`config.mk`:
```
export PLATFORM = sky130hd
export DESIGN_NAME = program_loader
export DESIGN_NICKNAME = d
export VERILOG_FILES = /design/src/rtl/program_loader.sv
export SDC_FILE = /design/constraint.sdc
export NUM_CORES = 1
export LEC_CHECK = 0
export CAP_MARGIN = 15
export CELL_PAD_IN_SITES_DETAIL_PLACEMENT = 0
export CELL_PAD_IN_SITES_GLOBAL_PLACEMENT = 1
export CORE_MARGIN = 2
export CORE_UTILIZATION = 43
export CTS_CLUSTER_SIZE = 40
export DETAILED_ROUTE_END_ITERATION = 8
export DONT_BUFFER_PORTS = 1
export PLACE_DENSITY_LB_ADDON = 0.3
export SKIP_CTS_REPAIR_TIMING = 1
export SYNTH_ARGS = -nofsm -noshare
export SYNTH_HDL_FRONTEND = slang
export SYNTH_SLANG_ARGS = --single-unit
```
`constraint.sdc`:
```
create_clock -name clock -period 2.2 [get_ports clock]
set_input_delay 0.66 -clock clock [delete_from_list [all_inputs] [get_ports clock]]
set_output_delay 0.66 -clock clock [all_outputs]
set_load 0.03 [all_outputs]
```
`src/rtl/program_loader.sv`:
```
// Boot-time program loader: frames a byte stream (count header, payload, XOR checksum)
// into big-endian 32-bit instruction-memory writes and holds the CPU in reset until the image checks out.
module program_loader #(
    parameter int INSTR_MEM_SIZE = 1024,
    parameter int COUNT_WIDTH    = 16
) (
    input  logic        clock,
    input  logic        reset,
    input  logic        byte_valid,
    input  logic [7:0]  byte_data,
    output logic        byte_ready,
    output logic        mem_write_enable,
    output logic [31:0] mem_write_address,
    output logic [31:0] mem_write_data,
    output logic        cpu_reset,
    output logic        load_done,
    output logic        load_error
);

    typedef enum logic [2:0] {
        HDR_HI,
        HDR_LO,
        PAYLOAD,
        CHECKSUM,
        DONE,
        ERROR
    } state_t;

    localparam logic [COUNT_WIDTH:0] MAX_COUNT = (COUNT_WIDTH + 1)'(INSTR_MEM_SIZE);
    localparam int ADDR_PAD = 32 - COUNT_WIDTH - 2;

    state_t                 state;
    logic [COUNT_WIDTH-1:0] word_count;
    logic [COUNT_WIDTH-1:0] word_index;
    logic [1:0]             lane;
    logic [23:0]            word_buf;
    logic [7:0]             checksum;
    logic                   accept;
    logic [COUNT_WIDTH-1:0] header_count;

    // Handshake: a byte transfers on a rising edge where byte_valid and byte_ready are both 1;
    // byte_ready is registered and drops for good once the loader reaches DONE or ERROR.
    assign accept       = byte_valid && byte_ready;
    assign header_count = {word_count[COUNT_WIDTH-1:8], byte_data};

    always_ff @(posedge clock) begin
        if (!reset) begin
            state             <= HDR_HI;
            byte_ready        <= 1'b0;
            mem_write_enable  <= 1'b0;
            mem_write_address <= 32'h0;
            mem_write_data    <= 32'h0;
            cpu_reset         <= 1'b1;
            load_done         <= 1'b0;
            load_error        <= 1'b0;
            word_count        <= '0;
            word_index        <= '0;
            lane              <= 2'd0;
            word_buf          <= 24'h0;
            checksum          <= 8'h0;
        end else begin
            mem_write_enable <= 1'b0;
            if (state != DONE && state != ERROR) begin
                byte_ready <= 1'b1;
            end
            if (accept) begin
                case (state)
                    HDR_HI: begin
                        word_count <= COUNT_WIDTH'({byte_data, 8'h00});
                        state      <= HDR_LO;
                    end
                    HDR_LO: begin
                        word_count <= header_count;
                        if ({1'b0, header_count} > MAX_COUNT) begin
                            state      <= ERROR;
                            load_error <= 1'b1;
                            byte_ready <= 1'b0;
                        end else if (header_count == '0) begin
                            state <= CHECKSUM;
                        end else begin
                            state <= PAYLOAD;
                        end
                    end
                    PAYLOAD: begin
                        checksum <= checksum ^ byte_data;
                        if (lane == 2'd3) begin
                            // Upper three bytes were shifted in MSB-first; this byte is bits 7:0.
                            mem_write_data    <= {word_buf, byte_data};
                            mem_write_address <= {{ADDR_PAD{1'b0}}, word_index, 2'b00};
                            mem_write_enable  <= 1'b1;
                            word_index        <= word_index + COUNT_WIDTH'(1);
                            lane              <= 2'd0;
                            if (word_index == word_count - COUNT_WIDTH'(1)) begin
                                state <= CHECKSUM;
                            end
                        end else begin
                            word_buf <= {word_buf[15:0], byte_data};
                            lane     <= lane + 2'd1;
                        end
                    end
                    CHECKSUM: begin
                        byte_ready <= 1'b0;
                        if (byte_data == checksum) begin
                            state     <= DONE;
                            load_done <= 1'b1;
                            cpu_reset <= 1'b0;
                        end else begin
                            state      <= ERROR;
                            load_error <= 1'b1;
                        end
                    end
                    default: begin
                        state <= state;
                    end
                endcase
            end
        end
    end

endmodule
```
Yosys cells after proc, flatten, opt, wreduce, memory -nomap -nowiden
Cells that the tools add are included.
- $add $sub $neg: 3
- $lt $le $gt $ge: 1
- equality and inequality tests: 12
- multiplexer cells: 16
- bitwise operators: 3
- reductions and logical operators: 16
- operators by type and width (operator ; number):
    $pmux 16 s2 ; 1
    $add 16x1->16 const B ; 1
    $eq 16x16->1 ; 1
    $gt 16x11->1 const B ; 1
    $logic_not 16->1 ; 1
    $sub 16x1->16 const B ; 1
    $reduce_and 3->1 ; 5
    $pmux 3 s4 ; 1
    $mux 3 ; 3
    $eq 8x8->1 ; 1
    $mux 1 ; 8
    $ne 2x2->1 const B ; 4
    $reduce_and 4->1 ; 2
    $xor 8x8->8 ; 1
    $eq 3x2->1 const B ; 2
    $ne 3x3->1 const B ; 2
    $pmux 1 s2 ; 2
    $reduce_and 2->1 ; 2
    $reduce_bool 2->1 ; 2
    $reduce_bool 4->1 ; 1
    $eq 3x1->1 const B ; 1
    $logic_not 3->1 ; 1
    $add 2x1->2 const B ; 1
    $eq 2x2->1 const B ; 1
    3 further kinds ; 5
- register bits: 122

Longest topological paths before layout
Gate-level depths: netlist of the first run.
- depth after elaboration: 6
- mapped depth: 9
- gate-level depth less buffers: 8

Least setup slack after synthesis of the first run
Ideal clock, no wire load.
- path type: register -> register
- from: register word_count[2]
- to: register state[0]
- library setup time: 0.061 ns
- arrival time: 2.325 ns
- required time: 2.139 ns
- setup slack: -0.186 ns
- cell stages (with the launch flop): 9
- path buffers: 2
- clock period less this slack: 2.386 ns
- cell sequence: dfxtp_1 -> buf_2 -> or4_1 -> buf_2 -> nor4_4 -> mux2_2 -> a31o_1 -> a2111oi_1 -> o31a_1
- word-level cells in the longest chain between the ends: 4
- ends and longest elaborated chain (item ; line ; text):
    from (decl) ; 33 ; logic [COUNT_WIDTH-1:0] word_count;
    from (signal assigned) ; 69 ; word_count <= COUNT_WIDTH'({byte_data, 8'h00});
    from (signal assigned) ; 73 ; word_count <= header_count;
    $sub 16x1->16 ; 93 ; if (word_index == word_count - COUNT_WIDTH'(1)) begin
    $eq 16x16->1 ; 93 ;
    $ne 2x2->1 (no line) ; -- ;
    $reduce_and 4->1 (no line) ; -- ;
    to (signal assigned) ; 113 ; state <= state;
    to (decl) ; 32 ; state_t state;
No other way between the ends.
A chain may end at the register's enable or synchronous reset.

Final worst setup path of the first run
- from: register word_count[9]
- to: register state[0]
- word-level cells in the longest chain between the ends: 4
- elaborated cells between the ends (all ways): 9
- those cells by class: 1 x add/sub; 1 x order compare; 2 x eq/ne; 3 x mux; 2 x reduce/logical
- ends and longest elaborated chain (item ; line):
    $sub 16x1->16 or $logic_not 16->1 (tied branches) ; 93, 78
    $eq 16x16->1 or $mux 1 (tied branches) ; 93, 78
    $ne 2x2->1 (no line) or $mux 3 (tied branches) ; --
    $reduce_and 4->1 (no line) or $pmux 3 s4 (tied branches) ; --
Several ways; a longest one is shown, not always the timed one.

==> results of run 1 <==
## state kept, by name, indices dropped and copies added (netlist names), 2 cells and up
name	flops
mem_write_address	16
word_count	16
lane	2
word_buf	24
state	3
checksum	8
mem_write_data	32
word_index	16
## cell type report
class	count	area, sq um
Clock buffer	25	505
Sequential cell	122	2440
Tap cell	172	215
Clock inverter	7	87.6
Fill cell	1225	6180
Inverter	10	37.5
Multi-Input combinational cell	486	2860
Timing Repair Buffer	35	288
## metrics by stage
step           area (sq um)  utilization  total power [uW]
2_1_floorplan          5670            -              2570
3_5_place_dp           5840        0.463              2580
4_1_cts                6440        0.510              5360
3_3_place_gp           5840        0.463              2580
5_1_grt                6440        0.510              5470
6_report               6440        0.510              5300
## layout by cell type (no fill, tap or decap), types with 13 or more instances in the layout
cell / instances
buf_4: 33
xnor2_1: 32
dfxtp_1: 120
a21boi_0: 66
conb_1: 16
and2_1: 17
nand2_1: 178
o21ai_0: 17
xor2_1: 13
a21boi_1: 31
nand3_1: 16
clkbuf_16: 17
## final timing paths
path,slack (ns),end
setup reg to reg,0.06,state[0]
hold / removal,0.38,word_count[9]
hold reg to reg,0.45,word_buf[23]
setup / recovery,0.06,state[0]
## cells by family (layout without fill, tap and decap cells)
family	after synthesis	after routing	synth area share
other	1	16	0.000673
flip-flops	122	122	0.438
AO/OA/AOI/OAI	130	130	0.169
multiplexers	5	5	0.00921
adder cells (fa/ha/maj)	3	3	0.00674
buffers and inverters	78	77	0.0638
XOR/XNOR	45	45	0.0707
AND/OR/NAND/NOR	287	287	0.241
## worst register-to-register path: stages, from the launching register on
cell and delay, ns:
dfxtp_2 0.31, or3_4 0.38, or4_4 0.42, or4_4 0.42
o2111ai_2 0.19, a2111oi_2 0.06, o31a_1 0.25
## layer usage
metal	global-route usage	share of wire	wire length [microns]
met1	0.248	0.45	5940
met2	0.322	0.48	6250
met3	0.0586	0.055	723
met4	0.0761	0.015	193
met5	0	0	0
## where the power goes
part	internal (uW)	switching (uW)
logic	136	153
clock network	1810	961
registers	2230	14.8
## Yosys cell counts, types with 2 or more instances
master / number / share of area
mux2i_1: 4 / 0.0072
xnor2_1: 32 / 0.050
clkbuf_1: 49 / 0.033
inv_1: 9 / 0.0061
ha_1: 3 / 0.0067
nand3_1: 16 / 0.014
a21oi_1: 3 / 0.0027
o21ai_0: 17 / 0.015
or2_2: 2 / 0.0022
or4_4: 2 / 0.0040
a21boi_0: 66 / 0.089
buf_4: 16 / 0.022
and4_1: 3 / 0.0047
nor3_1: 11 / 0.0099
and2_1: 17 / 0.019
nand2b_1: 3 / 0.0034
nor3b_1: 2 / 0.0027
nand3b_1: 2 / 0.0027
or3_1: 10 / 0.011
or2_0: 2 / 0.0022
xor2_1: 13 / 0.020
nor4_1: 11 / 0.012
a31oi_1: 2 / 0.0022
dfxtp_1: 122 / 0.44
o21a_1: 2 / 0.0027
nand2_1: 178 / 0.12
buf_2: 2 / 0.0018
nor2_1: 8 / 0.0054
nor2b_1: 6 / 0.0067
a21boi_1: 31 / 0.042
nand4_1: 7 / 0.0079
==> impl_metrics.ini, run 1 <==
[run_status]
status = completed

[placed_design]
gp_congestion = 0.914
dp.cells = 825
dp_hpwl_microns = 8880
place_worst_setup_slack_ns = -0.0392
io_buffers = 0

[setup_path]
cp_slowest_stage_delay_ns = 0.42
cp_top_family = simple AND/OR/NAND/NOR gates
startpoint = word_count[9]
reg2reg_from = word_count[9]
r2r_cells = 6
crit_type = register to register
crit_path_frequent_cell = or4_4
cp_cell_sequence = or3_4 > or4_4 > or4_4 > o2111ai_2 > a2111oi_2 > o31a_1
cp-end-kind = register
crit_fanout = 2
crit_path_top_delay_cell = or4_4
cp.required_ns = 2.50
cp.arrival_ns = 2.45
critPathLaunchType = register
crit_cells = 6
crit_buf_inv = 0

[timing]
finalSetupTns_ns = 0
slew_headroom = 0.630
whs_ns = 0.378
period_minus_slack_ns = 2.14
drv_slew = 0
fmax_mhz = 467
rsz0062_at_grt = yes
fin_ws_ns = 0.0565
setup_violations = 0
fin_skew_ns = 0.0110
period_share = 0.974
hold_violations = 0
tightest_slew_ns = 0.553

[power_and_ir_drop]
p_leak_uw = 0.00226
max-vdd-ir-drop_mv = 0.594
power_density_nw_per_um2 = 824

[synthesis]
syn_area_per_cell_sq_um = 8.31
synth-edff-count = 0
async_flop_share = 0
synth_seq_area_share = 0.438
synth_seq_cells = 122
syn-cell-area_sq_um = 5570
yosys_most_used_dff = dfxtp_1
yosys_warnings = 0
netlist_instances = 671
synth.distinct_cells = 51

[route]
drc = 0
vias_per_cell = 5.14
post_drt_wl_per_cell_microns = 15.3
initialDrtViolationCount = 310
drt-total-wl_microns = 13100
vias = 4402
firstDrtPassIters = 4
drtAntennaViolNets = 0

[min_path]
worstHoldStart = byte_data[1]
hold_path_depth = 2
worstHoldPathType = input port to register

[grt]
grt_use_total = 0.198
antenna_found_initial = 0
grt_pass1_wl_microns = 22000
first_global_vias = 4402
grt.overflow.total = 0
grt_max_degree = 123

[floorplan]
io_pins = 80
rows = 41
initial_utilization = 0.442
die_w_microns = 118
die_height_microns = 118
core_area_sq_um = 12600
die_area_sq_um = 13900

[clock_tree]
cts_buffers = 17
cts_tree = yes
clock_sinks = 122
cts.path.max_buffers = 2
htreeDepth = 4
clkLatencyLatePin_ns = 0.42
clk_pin_slew_ns = 0.06
clock-root-buffer = clkbuf_16

[cells_and_area]
n_antenna_cell = 0
synthToLayoutAreaGrowth_pct = 15.5
fin_cells = 857
drive_above_1_share = 0.114
nets = 686

[job]
max_cap_viol_count = 0
(Power assumes the default switching activity.)
==> run 2: changes to the inputs <==
- CTS_CLUSTER_DIAMETER: not set -> 50
==> results of run 2 <==
Final layout, timing and power as in run 1 (identical DEF).
